<file path="config.mk">
export PLATFORM = sky130hd
export DESIGN_NAME = shift_add_multiplier_flat
export DESIGN_NICKNAME = d
export VERILOG_FILES = /design/src/rtl/shift_add_multiplier_pkg.sv /design/src/rtl/shift_add_multiplier_if.sv /design/src/rtl/shift_add_multiplier_fourbitadder.sv /design/src/rtl/shift_add_multiplier.sv /design/src/flat_wrapper.sv
export SDC_FILE = /design/constraint.sdc
export NUM_CORES = 1
export LEC_CHECK = 0
export ABC_AREA = 1
export BUFFER_PORTS_ARGS = -buffer_cell sky130_fd_sc_hd__buf_4
export CORE_MARGIN = 2
export CORE_UTILIZATION = 45
export CTS_BUF_LIST = sky130_fd_sc_hd__clkbuf_8
export DETAILED_ROUTE_END_ITERATION = 8
export PLACE_DENSITY_LB_ADDON = 0.3
export REMOVE_ABC_BUFFERS = 1
export SYNTH_ARGS = -nofsm -noshare
export SYNTH_HDL_FRONTEND = slang
export SYNTH_SLANG_ARGS = --single-unit
</file>
<file path="constraint.sdc">
create_clock -name clk -period 2.5 [get_ports clk]
set_input_delay 0.375 -clock clk [delete_from_list [all_inputs] [get_ports clk]]
set_output_delay 0.375 -clock clk [all_outputs]
set_load 0.02 [all_outputs]
</file>
<file path="src/rtl/shift_add_multiplier_pkg.sv">
// Shared types and constants for the sequential shift-and-add multiplier.
// Imported by the top and the bench so both agree on the state encoding.
package shift_add_multiplier_pkg;

  localparam int MULT_W = 4;
  localparam int CNT_W  = 2;

  typedef enum logic [1:0] {
    ST_IDLE = 2'd0,
    ST_RUN  = 2'd1,
    ST_DONE = 2'd2
  } state_e;

  // Product width follows the operand width.
  function automatic int prod_w(input int w);
    return 2 * w;
  endfunction

endpackage

</file>
<file path="src/rtl/shift_add_multiplier_if.sv">
// Request/result bundle for the multiplier: operands and start in, busy/done/product out.
// start is a level request accepted on any edge where the block is IDLE or DONE; done is a one-cycle pulse.
interface shift_add_multiplier_if #(
  parameter int WIDTH = 4
) ();
  logic                   start;
  logic [WIDTH-1:0]       a;
  logic [WIDTH-1:0]       b;
  logic                   busy;
  logic                   done;
  logic [2*WIDTH-1:0]     product;

  modport master (
    output start, a, b,
    input  busy, done, product
  );

  modport slave (
    input  start, a, b,
    output busy, done, product
  );
endinterface

</file>
<file path="src/rtl/shift_add_multiplier_fourbitadder.sv">
// Four-bit ripple-carry adder; port index 1 is the MSB and index 4 the LSB.
// Purely combinational, used as the partial-sum datapath of the multiplier.
module fourbitadder (
  input  logic a1,
  input  logic a2,
  input  logic a3,
  input  logic a4,
  input  logic b1,
  input  logic b2,
  input  logic b3,
  input  logic b4,
  input  logic cin,
  output logic s1,
  output logic s2,
  output logic s3,
  output logic s4,
  output logic c
);

  logic c4;
  logic c3;
  logic c2;

  // Ripple from the LSB (index 4) toward the MSB (index 1).
  always_comb begin
    s4 = a4 ^ b4 ^ cin;
    c4 = (a4 & b4) | (a4 & cin) | (b4 & cin);
    s3 = a3 ^ b3 ^ c4;
    c3 = (a3 & b3) | (a3 & c4) | (b3 & c4);
    s2 = a2 ^ b2 ^ c3;
    c2 = (a2 & b2) | (a2 & c3) | (b2 & c3);
    s1 = a1 ^ b1 ^ c2;
    c  = (a1 & b1) | (a1 & c2) | (b1 & c2);
  end

endmodule

</file>
<file path="src/rtl/shift_add_multiplier.sv">
// Sequential 4x4 unsigned multiplier: one multiplier bit per clock, shift-and-add
// through a single fourbitadder, with start/busy/done handoff and a registered product.
module shift_add_multiplier
  import shift_add_multiplier_pkg::*;
#(
  parameter int WIDTH = MULT_W
) (
  input  logic                    clk,
  input  logic                    rst,
  shift_add_multiplier_if.slave   mif,
  output state_e                  dbg_state
);

  if (WIDTH != 4) begin : g_width_check
    $error("shift_add_multiplier: WIDTH must be 4 (datapath is fourbitadder)");
  end

  localparam int PW = prod_w(MULT_W);

  state_e             state_q, state_d;
  logic [CNT_W-1:0]   cnt_q, cnt_d;
  logic [MULT_W-1:0]  acc_q, acc_d;
  logic [MULT_W-1:0]  mq_q, mq_d;
  logic [MULT_W-1:0]  mcand_q, mcand_d;
  logic [PW-1:0]      product_q, product_d;

  logic [MULT_W-1:0]  add_s;
  logic               add_c;
  logic [MULT_W:0]    partial;
  logic [PW:0]        shifted;

  fourbitadder u_adder (
    .a1  (acc_q[3]),
    .a2  (acc_q[2]),
    .a3  (acc_q[1]),
    .a4  (acc_q[0]),
    .b1  (mcand_q[3]),
    .b2  (mcand_q[2]),
    .b3  (mcand_q[1]),
    .b4  (mcand_q[0]),
    .cin (1'b0),
    .s1  (add_s[3]),
    .s2  (add_s[2]),
    .s3  (add_s[1]),
    .s4  (add_s[0]),
    .c   (add_c)
  );

  always_comb begin
    state_d   = state_q;
    cnt_d     = cnt_q;
    acc_d     = acc_q;
    mq_d      = mq_q;
    mcand_d   = mcand_q;
    product_d = product_q;

    // Carry-out is kept as bit 4 so it shifts into acc[3].
    partial = mq_q[0] ? {add_c, add_s} : {1'b0, acc_q};
    shifted = {partial, mq_q} >> 1;

    case (state_q)
      ST_IDLE, ST_DONE: begin
        if (mif.start) begin
          mcand_d = mif.a;
          mq_d    = mif.b;
          acc_d   = '0;
          cnt_d   = '0;
          state_d = ST_RUN;
        end else begin
          state_d = ST_IDLE;
        end
      end
      ST_RUN: begin
        acc_d = shifted[PW-1:MULT_W];
        mq_d  = shifted[MULT_W-1:0];
        cnt_d = cnt_q + 1'b1;
        if (cnt_q == CNT_W'(MULT_W - 1)) begin
          state_d   = ST_DONE;
          product_d = shifted[PW-1:0];
        end
      end
      default: state_d = ST_IDLE;
    endcase
  end

  always_ff @(posedge clk) begin
    if (rst) begin
      state_q   <= ST_IDLE;
      cnt_q     <= '0;
      acc_q     <= '0;
      mq_q      <= '0;
      mcand_q   <= '0;
      product_q <= '0;
    end else begin
      state_q   <= state_d;
      cnt_q     <= cnt_d;
      acc_q     <= acc_d;
      mq_q      <= mq_d;
      mcand_q   <= mcand_d;
      product_q <= product_d;
    end
  end

  // All outputs are decodes of registered state, so there is no input-to-output path.
  assign mif.busy    = (state_q == ST_RUN);
  assign mif.done    = (state_q == ST_DONE);
  assign mif.product = product_q;
  assign dbg_state   = state_q;

endmodule

</file>
<file path="src/flat_wrapper.sv">
// flat-port wrapper written by rule: the top's interface ports become plain ports
module shift_add_multiplier_flat import shift_add_multiplier_pkg::*;
#(
  parameter int WIDTH = MULT_W
)
  (clk, rst, dbg_state, mif_start, mif_a, mif_b, mif_busy, mif_done, mif_product);
  shift_add_multiplier_if #(.WIDTH(WIDTH)) mif_i ();
  input  logic clk;
  input  logic rst;
  output state_e dbg_state;
  input wire logic [$bits(mif_i.start)-1:0] mif_start;
  input wire logic [$bits(mif_i.a)-1:0] mif_a;
  input wire logic [$bits(mif_i.b)-1:0] mif_b;
  output wire logic [$bits(mif_i.busy)-1:0] mif_busy;
  output wire logic [$bits(mif_i.done)-1:0] mif_done;
  output wire logic [$bits(mif_i.product)-1:0] mif_product;
  assign mif_i.start = mif_start;
  assign mif_i.a = mif_a;
  assign mif_i.b = mif_b;
  assign mif_busy = mif_i.busy;
  assign mif_done = mif_i.done;
  assign mif_product = mif_i.product;
  shift_add_multiplier #(.WIDTH(WIDTH)) u_core (.clk(clk), .rst(rst), .mif(mif_i), .dbg_state(dbg_state));
endmodule
</file>
* Word level (Yosys, flattened, before mapping) *
Index checks and enable logic that the tools add are counted.

word-level totals
  bits in registers = 24
  word-level logic and storage cells = 51

operators by class
  add/sub/neg operators = 1
  equality and inequality tests = 5
  multiplexer cells = 10
  bitwise operators = 23
  reductions and logical operators = 6

operators with widths
  cell                 count
  $pmux 4 s2           2
  $and 1x1->1          10
  $mux 4               2
  $pmux 2 s2           2
  $xor 1x1->1          7
  $or 1x1->1           6
  $reduce_and 2->1     3
  $mux 5               1
  $eq 2x2->1 const B   2
  $mux 2               2
  $add 2x1->2 const B  1
  $eq 2x1->1 const B   1
  $logic_not 2->1      1
  $ne 2x1->1 const B   1
  $ne 2x2->1 const B   1
  $reduce_bool 2->1    1
  $reduce_or 2->1      1
  $mux 1               1

* Depth between registers and ports, before layout *
Gate-level depths: netlist of the first run.

  depth after elaboration = 12
  gate-level depth with buffers = 10
  depth with buffers taken out = 10

* Cells and area by module *
Synthesis of the first run repeated with hierarchy kept, for this count alone.

unflattened totals
  cell total of the unflattened synthesis = 159
  area total of the unflattened synthesis = 1,247.4 µm²

by module, submodules not included
  module                instances  cells each  area an instance (µm²)  sequential area each (µm²)
  shift_add_multiplier  1          145         1,129.8                 480.5
  fourbitadder          1          14          117.6                   0.0

* Worst setup path before layout of the first run *
Ideal clock, no wire load.

  path type = register -> register
  from = register u_core.acc_q[0]
  to = register u_core.acc_q[2]
  arrival time = 1.908 ns
  required time = 2.380 ns
  path slack = 0.472 ns
  stages on the path, launching flop included = 11
  buffers on the path = 0
  period minus slack after synthesis = 2.028 ns
  path through = dfxtp_1 ha_1 inv_1 fa_1 fa_1 inv_1 fa_1 nand2_1 nand2_1 nand2_1 a21oi_1

on the way
  word-level cells in the longest chain between the ends = 10
  elaborated cells between the ends (all ways) = 12
  those cells by class = mux (2); bitwise (10)

ends and longest elaborated chain
  element                   line                                     RTL
  start: declaration        shift_add_multiplier.sv:22               logic [MULT_W-1:0] acc_q, acc_d;
  start signal: assignment  shift_add_multiplier.sv:90               acc_q <= '0;
  start signal: assignment  shift_add_multiplier.sv:97               acc_q <= acc_d;
  $and 1x1->1 (*)           shift_add_multiplier_fourbitadder.sv:27  c4 = (a4 & b4) | (a4 & cin) | (b4 & cin);
  $and 1x1->1               shift_add_multiplier_fourbitadder.sv:29  c3 = (a3 & b3) | (a3 & c4) | (b3 & c4);
  $or 1x1->1                shift_add_multiplier_fourbitadder.sv:29
  $or 1x1->1 (*)            shift_add_multiplier_fourbitadder.sv:29
  $and 1x1->1               shift_add_multiplier_fourbitadder.sv:31  c2 = (a2 & b2) | (a2 & c3) | (b2 & c3);
  $or 1x1->1                shift_add_multiplier_fourbitadder.sv:31
  $or 1x1->1 (*)            shift_add_multiplier_fourbitadder.sv:31
  $xor 1x1->1 (*)           shift_add_multiplier_fourbitadder.sv:32  s1 = a1 ^ b1 ^ c2;
  $mux 5 (*)                shift_add_multiplier.sv:58               partial = mq_q[0] ? {add_c, add_s} : {1'b0, acc_q};
  $pmux 4 s2 (*)            shift_add_multiplier.sv:61               case (state_q)

Mark *: on every way between the ends. The rest lies on a longest branch, timed or not.
A chain may end at the register's enable or synchronous reset.

* Worst setup path after layout of the first run *
Same ends and word-level chain as after synthesis.

==> results.cfg, run 1 <==
[status]
status = finished, final reports clean

[cts]
htreeDepth = 1
cts_tree = yes
clock_path_buffers = 2
post-cts-setup-buffers = 0
clock_latency_ps = 260
cts_buffers = 3
ctsHoldBuffers = 0
clk_root_buffer_cell = clkbuf_8
ctsResizeCount = 0
path_clk_slew_ps = 80
clock_sinks = 24

[sta]
slew_violations = 0
finClkSkew_ps = 2.75
worst_slew_margin_rel_pct = 66.5
final-hold-violation-count = 0
clock.fmax_ghz = 0.463
grt_setup_unrepaired = no
setup_viol = 0
setup_tns_ps = 0
worstMarginPinSlew_ps = 501
period_share_pct = 86.4
min_period_ps = 2160
hold-worst-slack_ps = 344

[synthesis]
synth_seq_cells = 24
ys.warnings.count = 0
muxShareOfSynthArea_pct = 0
synth_top_area_share_pct = 42.9
yosysSeqAreaShare_pct = 42.9
synth-adder-area-share_pct = 7.60
synthSimpleGateAreaFrac_pct = 31.8
synth_cell_types = 20
synth_compound_area_share_pct = 8.04
netlist_area_mm2 = 0.00112
synth_top_area_cell = dfxtp_1
synth.avg_cell_area_um2 = 7.37
yosys-top-cells-area = dfxtp_1, nand2_1, nand3_1
synthXorXnorAreaFrac_pct = 0
syn_inst = 152
synth_top_family_by_area = simple AND/OR/NAND/NOR gates

[pwr]
pwr-share-clk_pct = 33.1
finalPower_uw = 782
switching_share_pct = 25.7
internal-power_uw = 582
p_leak_uw = 0.000629
power_switching_uw = 201
vdd_drop_max_v = 0.000461
power_density_mw_per_mm2 = 583
combPwrFrac_pct = 14.2
seqPwrFrac_pct = 52.7

[worst_setup_path]
slowest_stage = fa_1
crit_family = adder cells
crit_chain = ha_1 > inv_1 > fa_1 > fa_1 > inv_1 > fa_1 > nand2_1 > nand2_1 > nand2_1 > a21oi_1
rr_startpoint = u_core.acc_q[0]
reg2regPathDepth = 10
path_class = reg -> reg
timing.critical_path.slowest_cell_delay_ps = 400
worstPathRequired_ps = 2660
arrival_ps = 2320
critPathCaptureType = register
r2r_end = u_core.acc_q[2]
crit_fanout = 3
crit_buf_inv = 2
cp-start-kind = register
reg2reg_slack_ps = 340

[floorplan]
start_util_pct = 46.5
dieHeight_um = 53.9
die_w_um = 53.9
num_rows = 18
coreArea_mm2 = 0.00241
io_pins = 23
dieArea_mm2 = 0.00290

[drt]
wl_per_cell_um = 11.3
drt_iter0_drc = 13
ant_nets = 0
drt-pass1-iter-count = 4
routed_wirelength_um = 2290
vias_per_cell = 4.91
drc = 0
num_vias = 996

[worst_hold_path]
hold_end = u_core.mq_q[1]
hold_start = mif_b[1]
hold_depth = 3
hold_class = in -> reg

[global_routing]
grt_max_degree = 20
antenna_found_initial = 0
gr-usage-all-layers_pct = 18.6
grt_pass1_vias = 902
overflow = 0
grt_pass1_wl_um = 3930

[placement]
port_buffers = 22
gp_congestion = 0.841
dp.cells = 199
dp_hpwl_um = 1670

[layout]
nets = 190
area_growth_pct = 19.8
post_layout_nonfiller_instances = 203
final_cell_mix = nand2_1, dfxtp_1, buf_4
final_common_cell = nand2_1
nFillCells = 235
drive_above_1_share_pct = 19.1
diodes = 0

[flow_run]
cap_violations = 0
worst min-delay path: stages:
cell and delay (ps):
buf_4 80, nor3_1 40, nor2_1 80
how the worst max path moves through the flow:
stage | startpoint | endpoint | slack [ps] | cells after the start
global route | u_core.acc_q[0] | u_core.acc_q[2] | 210 | 10
finish | u_core.acc_q[0] | u_core.acc_q[2] | 340 | 10
detailed placement | u_core.acc_q[0] | u_core.acc_q[2] | 340 | 10
floorplan | u_core.acc_q[0] | u_core.acc_q[2] | 470 | 10
CTS | u_core.acc_q[0] | u_core.acc_q[2] | 330 | 10
global placement | u_core.acc_q[0] | u_core.acc_q[2] | 420 | 10
state kept, by name, summed over array words and instances (netlist names):
signal              cells
u_core.acc_q            4
u_core.mif.product      8
u_core.cnt_q            2
u_core.mcand_q          4
u_core.dbg_state        2
u_core.mq_q             4
stage by stage:
stage	setup WS, ps	utilization (%)	area, µm²
CTS	328	55.7	1340
floorplan	472	-	1080
detailed placement	340	53.4	1290
global route	206	55.7	1340
global placement	422	53.4	1290
finish	340	55.7	1340
cell families after synthesis:
| logic type | after synthesis |
|---|---|
| compound gates | 18 |
| flops | 24 |
| simple gates | 81 |
| buf+inv | 24 |
| fa+ha+maj | 5 |
power groups by stage:
stage	logic (µW)	registers, µW	clock network [µW]
floorplan	72.8	420	0
global placement	110	420	0
detailed placement	112	421	0
CTS	113	412	268
global route	130	414	283
finish	111	412	259
final cells by class:
cell class	instances	area, µm²	share of cell area, %
clock buffer	4	55.1	4.10
sequential	24	480	35.8
tap	30	37.5	2.80
inverter	19	71.3	5.32
timing repair buffer	22	165	12.3
multi-input combinational	104	532	39.6
layer usage:
layer	track usage, %	up-vias	part of all wire (%)
met1	24.2	448	47
li1	-	522	-
met3	5.00	2	5.4
met2	31.5	24	47
met4	2.56	0	0.66
met5	0	-	0
synthesized netlist by cell type:
master    number
nor2_2         1
dfxtp_1       24
inv_1         16
nor2_1        16
o21ai_1        6
inv_2          3
buf_4          2
buf_6          1
ha_1           2
nand2_1       37
buf_2          2
nor3_1         2
nand2_2        1
o21ai_0        3
nand3b_1       1
nand2_4        1
nor2_4         1
fa_1           3
nand3_1       21
a21oi_1        9
(Power assumes the default switching activity.)
==> run 2, diff against run 1 <==
CTS_BUF_LIST = default   (was sky130_fd_sc_hd__clkbuf_8)
==> results.cfg, run 2 (synthesized netlist as in run 1, its figures left out) <==
[floorplan]
start_util_pct = 46.5
num_rows = 18
coreArea_mm2 = 0.00241
io_pins = 23
dieHeight_um = 53.9
dieArea_mm2 = 0.00290
die_w_um = 53.9

[placement]
dp_hpwl_um = 1670
gp_congestion = 0.841
port_buffers = 22

[worst_setup_path]
critical_path.endpoint = u_core.acc_q[2]
crit_fanout = 3
r2r_end = u_core.acc_q[2]
path_class = reg -> reg
crit_start = u_core.acc_q[0]
arrival_ps = 2400
reg2regPathDepth = 10
rr_startpoint = u_core.acc_q[0]
reg2reg_slack_ps = 330
critPathCaptureType = register
worstPathRequired_ps = 2730
cp-start-kind = register

[cts]
clock_latency_ps = 320
path_clk_slew_ps = 130
ctsResizeCount = 0
htreeDepth = 1
clock_sinks = 24
cts_buffers = 3
clock_path_buffers = 2
cts_tree = yes
ctsHoldBuffers = 0
clk_root_buffer_cell = clkbuf_4
post-cts-setup-buffers = 0

[drt]
ant_nets = 0
drt_iter0_drc = 11
routed_wirelength_um = 2290
drc = 0
num_vias = 1003
drt-pass1-iter-count = 4
wl_per_cell_um = 11.3
vias_per_cell = 4.94

[layout]
diodes = 0
final_cell_mix = nand2_1, dfxtp_1, buf_4
largest_register_ffs = 8
postLayoutCoreUtil_pct = 54.9
final_common_cell = nand2_1
drive_above_1_share_pct = 19.1
nFillCells = 237
area_growth_pct = 18.1
nets = 190

[global_routing]
antenna_found_initial = 0
grt_pass1_vias = 913
grt_pass1_wl_um = 3960
busiest_layer = met2
gr-usage-all-layers_pct = 19.1
grt_max_degree = 20
overflow = 0
grt.met2_usage_pct = 31.7
use_met3_pct = 5.83
gr-usage-met1_pct = 23.8

[sta]
worst_slew_margin_rel_pct = 66.3
hold-worst-slack_ps = 277
grt_setup_unrepaired = no
finClkSkew_ps = 4.79
setup_viol = 0
period_share_pct = 86.8
clock.fmax_ghz = 0.461
slew_violations = 0
worstMarginPinSlew_ps = 504
final-hold-violation-count = 0
min_period_ps = 2170
setup_tns_ps = 0

[flow_run]
cap_violations = 0

[pwr]
finalPower_uw = 730
power_density_mw_per_mm2 = 552
p_leak_uw = 0.000621
vdd_drop_max_v = 0.000315

[status]
status = finished, final reports clean

[worst_hold_path]
hold_class = in -> reg
-- run 2: cell count changes in the layout (fill, tap and decap cells not counted) --
cell	delta
clkbuf_4	+3
clkbuf_8	-3
-- run 2: layer usage --
metal	routed length [µm]	share of wire [%]	vias to the layer above
met1	1080	47	458
met3	114	5.0	4
li1	-	-	523
met2	1070	47	18
met5	0	0	-
met4	28	1.2	0
-- run 2: final cells by class --
class | count | area, µm² | share of cell area [%]
clock buffers | 4 | 36.3 | 2.74
flip-flops and latches | 24 | 480 | 36.3
multi-input cells | 104 | 532 | 40.2
well taps | 30 | 37.5 | 2.84
inverters | 19 | 71.3 | 5.39
repair buffers | 22 | 165 | 12.5
-- run 2: how the worst min path moves through the flow --
stage,depth (start not counted),slack [ps],to,start
4_1_cts,3,280,u_core.mq_q[1],mif_b[1]
5_1_grt,2,270,u_core.cnt_q[1],rst
3_5_place_dp,1,460,u_core.cnt_q[0],u_core.cnt_q[0]
6_report,3,280,u_core.mq_q[1],mif_b[1]
2_1_floorplan,1,430,u_core.cnt_q[0],u_core.cnt_q[0]
3_3_place_gp,1,450,u_core.cnt_q[0],u_core.cnt_q[0]
-- run 2: through the flow --
stage / setup WS, ps / instances / area (µm²)
6_report: 329 / 203 / 1320
3_5_place_dp: 340 / 199 / 1290
5_1_grt: 201 / 203 / 1320
3_3_place_gp: 422 / 199 / 1290
2_1_floorplan: 472 / 147 / 1080
4_1_cts: 322 / 203 / 1320
-- run 2: critical path, stage by stage (launching register included) --
cell and delay (ps):
dfxtp_1 370, ha_1 160, inv_1 50, fa_1 380
fa_1 380, inv_1 80, fa_1 400, nand2_1 70
nand2_1 70, nand2_1 60, a21oi_1 50
-- run 2: where the power goes --
group	leakage, µW	internal, µW	switching [µW]	total (µW)
Sequential	0.000196	400	12.4	413
Clock	0.0000210	89.3	117	207
Combinational	0.000404	41.1	69.8	111
Total	0.000621	531	200	730
==> run 3, diff against run 2 <==
SLEW_MARGIN = 20   (was default)
clock period = 1.9 ns   (was 2.5 ns; I/O delays follow)
==> results.cfg, run 3 (synthesized netlist as in run 1, its figures left out) <==
[placement]
gp_congestion = 0.767
port_buffers = 22
dp_hpwl_um = 1690
pre_cts_slack_ps = -233
placed_area_mm2 = 0.00130
dp.cells = 201

[sta]
hold-worst-slack_ps = 193
clock.fmax_ghz = 0.491
layout_setup_ws_ps = -137
slew_violations = 0
worst_slew_margin_rel_pct = 68.0
grt_setup_unrepaired = yes
setup_viol = 2
final-hold-violation-count = 0
min_period_ps = 2040
period_share_pct = 107
worstMarginPinSlew_ps = 479
finClkSkew_ps = 1.24

[worst_setup_path]
rr_startpoint = u_core.acc_q[0]
crit_fanout = 2
critPathCaptureType = register
reg2reg_slack_ps = -140
cp-start-kind = register
critical_path.endpoint = u_core.acc_q[2]
arrival_ps = 2260
worstPathRequired_ps = 2120
path_class = reg -> reg
r2r_end = u_core.acc_q[2]
crit_start = u_core.acc_q[0]
reg2regPathDepth = 10

[cts]
cts_tree = yes
clock_path_buffers = 2
cts_buffers = 3
clock_latency_ps = 310
htreeDepth = 1
path_clk_slew_ps = 130
ctsHoldBuffers = 0
clock_sinks = 24
clk_root_buffer_cell = clkbuf_4

[global_routing]
grt_pass1_vias = 900
grt_max_degree = 20
grt_pass1_wl_um = 3910
gr-usage-met1_pct = 23.9
overflow = 0
grt.met2_usage_pct = 30.9
gr-usage-all-layers_pct = 18.9
busiest_layer = met2
use_met3_pct = 5.00
antenna_found_initial = 0

[status]
status = complete, but fails checks
violations = negative setup slack

[flow_run]
cap_violations = 0

[layout]
post_layout_nonfiller_instances = 205
diodes = 0
nFillCells = 241
final_common_cell = nand2_1
area_growth_pct = 21.7
largest_register_ffs = 8
postLayoutCellArea_mm2 = 0.00136
drive_above_1_share_pct = 25.1
final_cell_mix = nand2_1, buf_4, dfxtp_1
nets = 192
postLayoutCoreUtil_pct = 56.5

[pwr]
vdd_drop_max_v = 0.000683
p_leak_uw = 0.000629
power_density_mw_per_mm2 = 711

[drt]
routed_wirelength_um = 2430
wl_per_cell_um = 11.9
ant_nets = 0
num_vias = 1046
vias_per_cell = 5.10
drt_iter0_drc = 34
drt-pass1-iter-count = 4
drc = 0

[floorplan]
dieArea_mm2 = 0.00290
dieHeight_um = 53.9
io_pins = 23
coreArea_mm2 = 0.00241
start_util_pct = 46.5
die_w_um = 53.9
num_rows = 18

[worst_hold_path]
hold_class = in -> reg
hold_start = mif_a[3]
[run 3: cell count changes in the layout (fill, tap and decap cells not counted), sizes merged]
cell / before / now
buf: 22 / 24
[run 3: through the flow]
step           power [µW]  TNS [ps]
5_1_grt              1020      -441
3_3_place_gp          702      -302
3_5_place_dp          705      -467
2_1_floorplan         649      -245
4_1_cts               976      -245
6_report              969      -258
[run 3: report_power, final]
| part | internal (µW) | switching [µW] |
|---|---|---|
| Sequential | 527 | 17.2 |
| Combinational | 59.2 | 94.8 |
| Clock | 117 | 153 |
| Total | 704 | 265 |
[run 3: worst max-delay path, cell delays in order (launching register included)]
cell,delay (ps)
dfxtp_2,380
ha_4,140
inv_2,30
fa_2,330
fa_2,340
inv_2,60
fa_1,400
nand2_1,90
nand2_2,60
nand2_1,50
a21oi_1,50
[run 3: worst min path at each step]
| stage | end | slack [ps] | cells after the start |
|---|---|---|---|
| after global routing | u_core.mq_q[2] | 180 | 3 |
| after detailed placement | u_core.cnt_q[0] | 450 | 1 |
| after floorplan | u_core.acc_q[0] | 350 | 1 |
| final | u_core.mcand_q[3] | 190 | 3 |
| after CTS | u_core.mq_q[2] | 180 | 3 |
| after global placement | u_core.cnt_q[0] | 450 | 1 |
[run 3: repair_timing]
| action | in CTS | in global routing |
|---|---|---|
| gates resized for setup | 8 | 2 |
| setup buffers | 0 | 0 |
| endpoints found under the setup margin | 4 | 3 |
[run 3: layout make-up]
class                   count  area [µm²]  share of cell area [%]
repair buffers             24         180                    13.2
inverters                  19        71.3                    5.23
clock buffers               4        36.3                    2.66
flip-flops and latches     24         483                    35.4
multi-input cells         104         554                    40.7
well taps                  30        37.5                    2.75
[run 3: metal layers]
metal / vias up / routed length, µm
met5: - / 0
met4: 0 / 33
li1: 527 / -
met1: 477 / 1100
met3: 4 / 130
met2: 38 / 1170
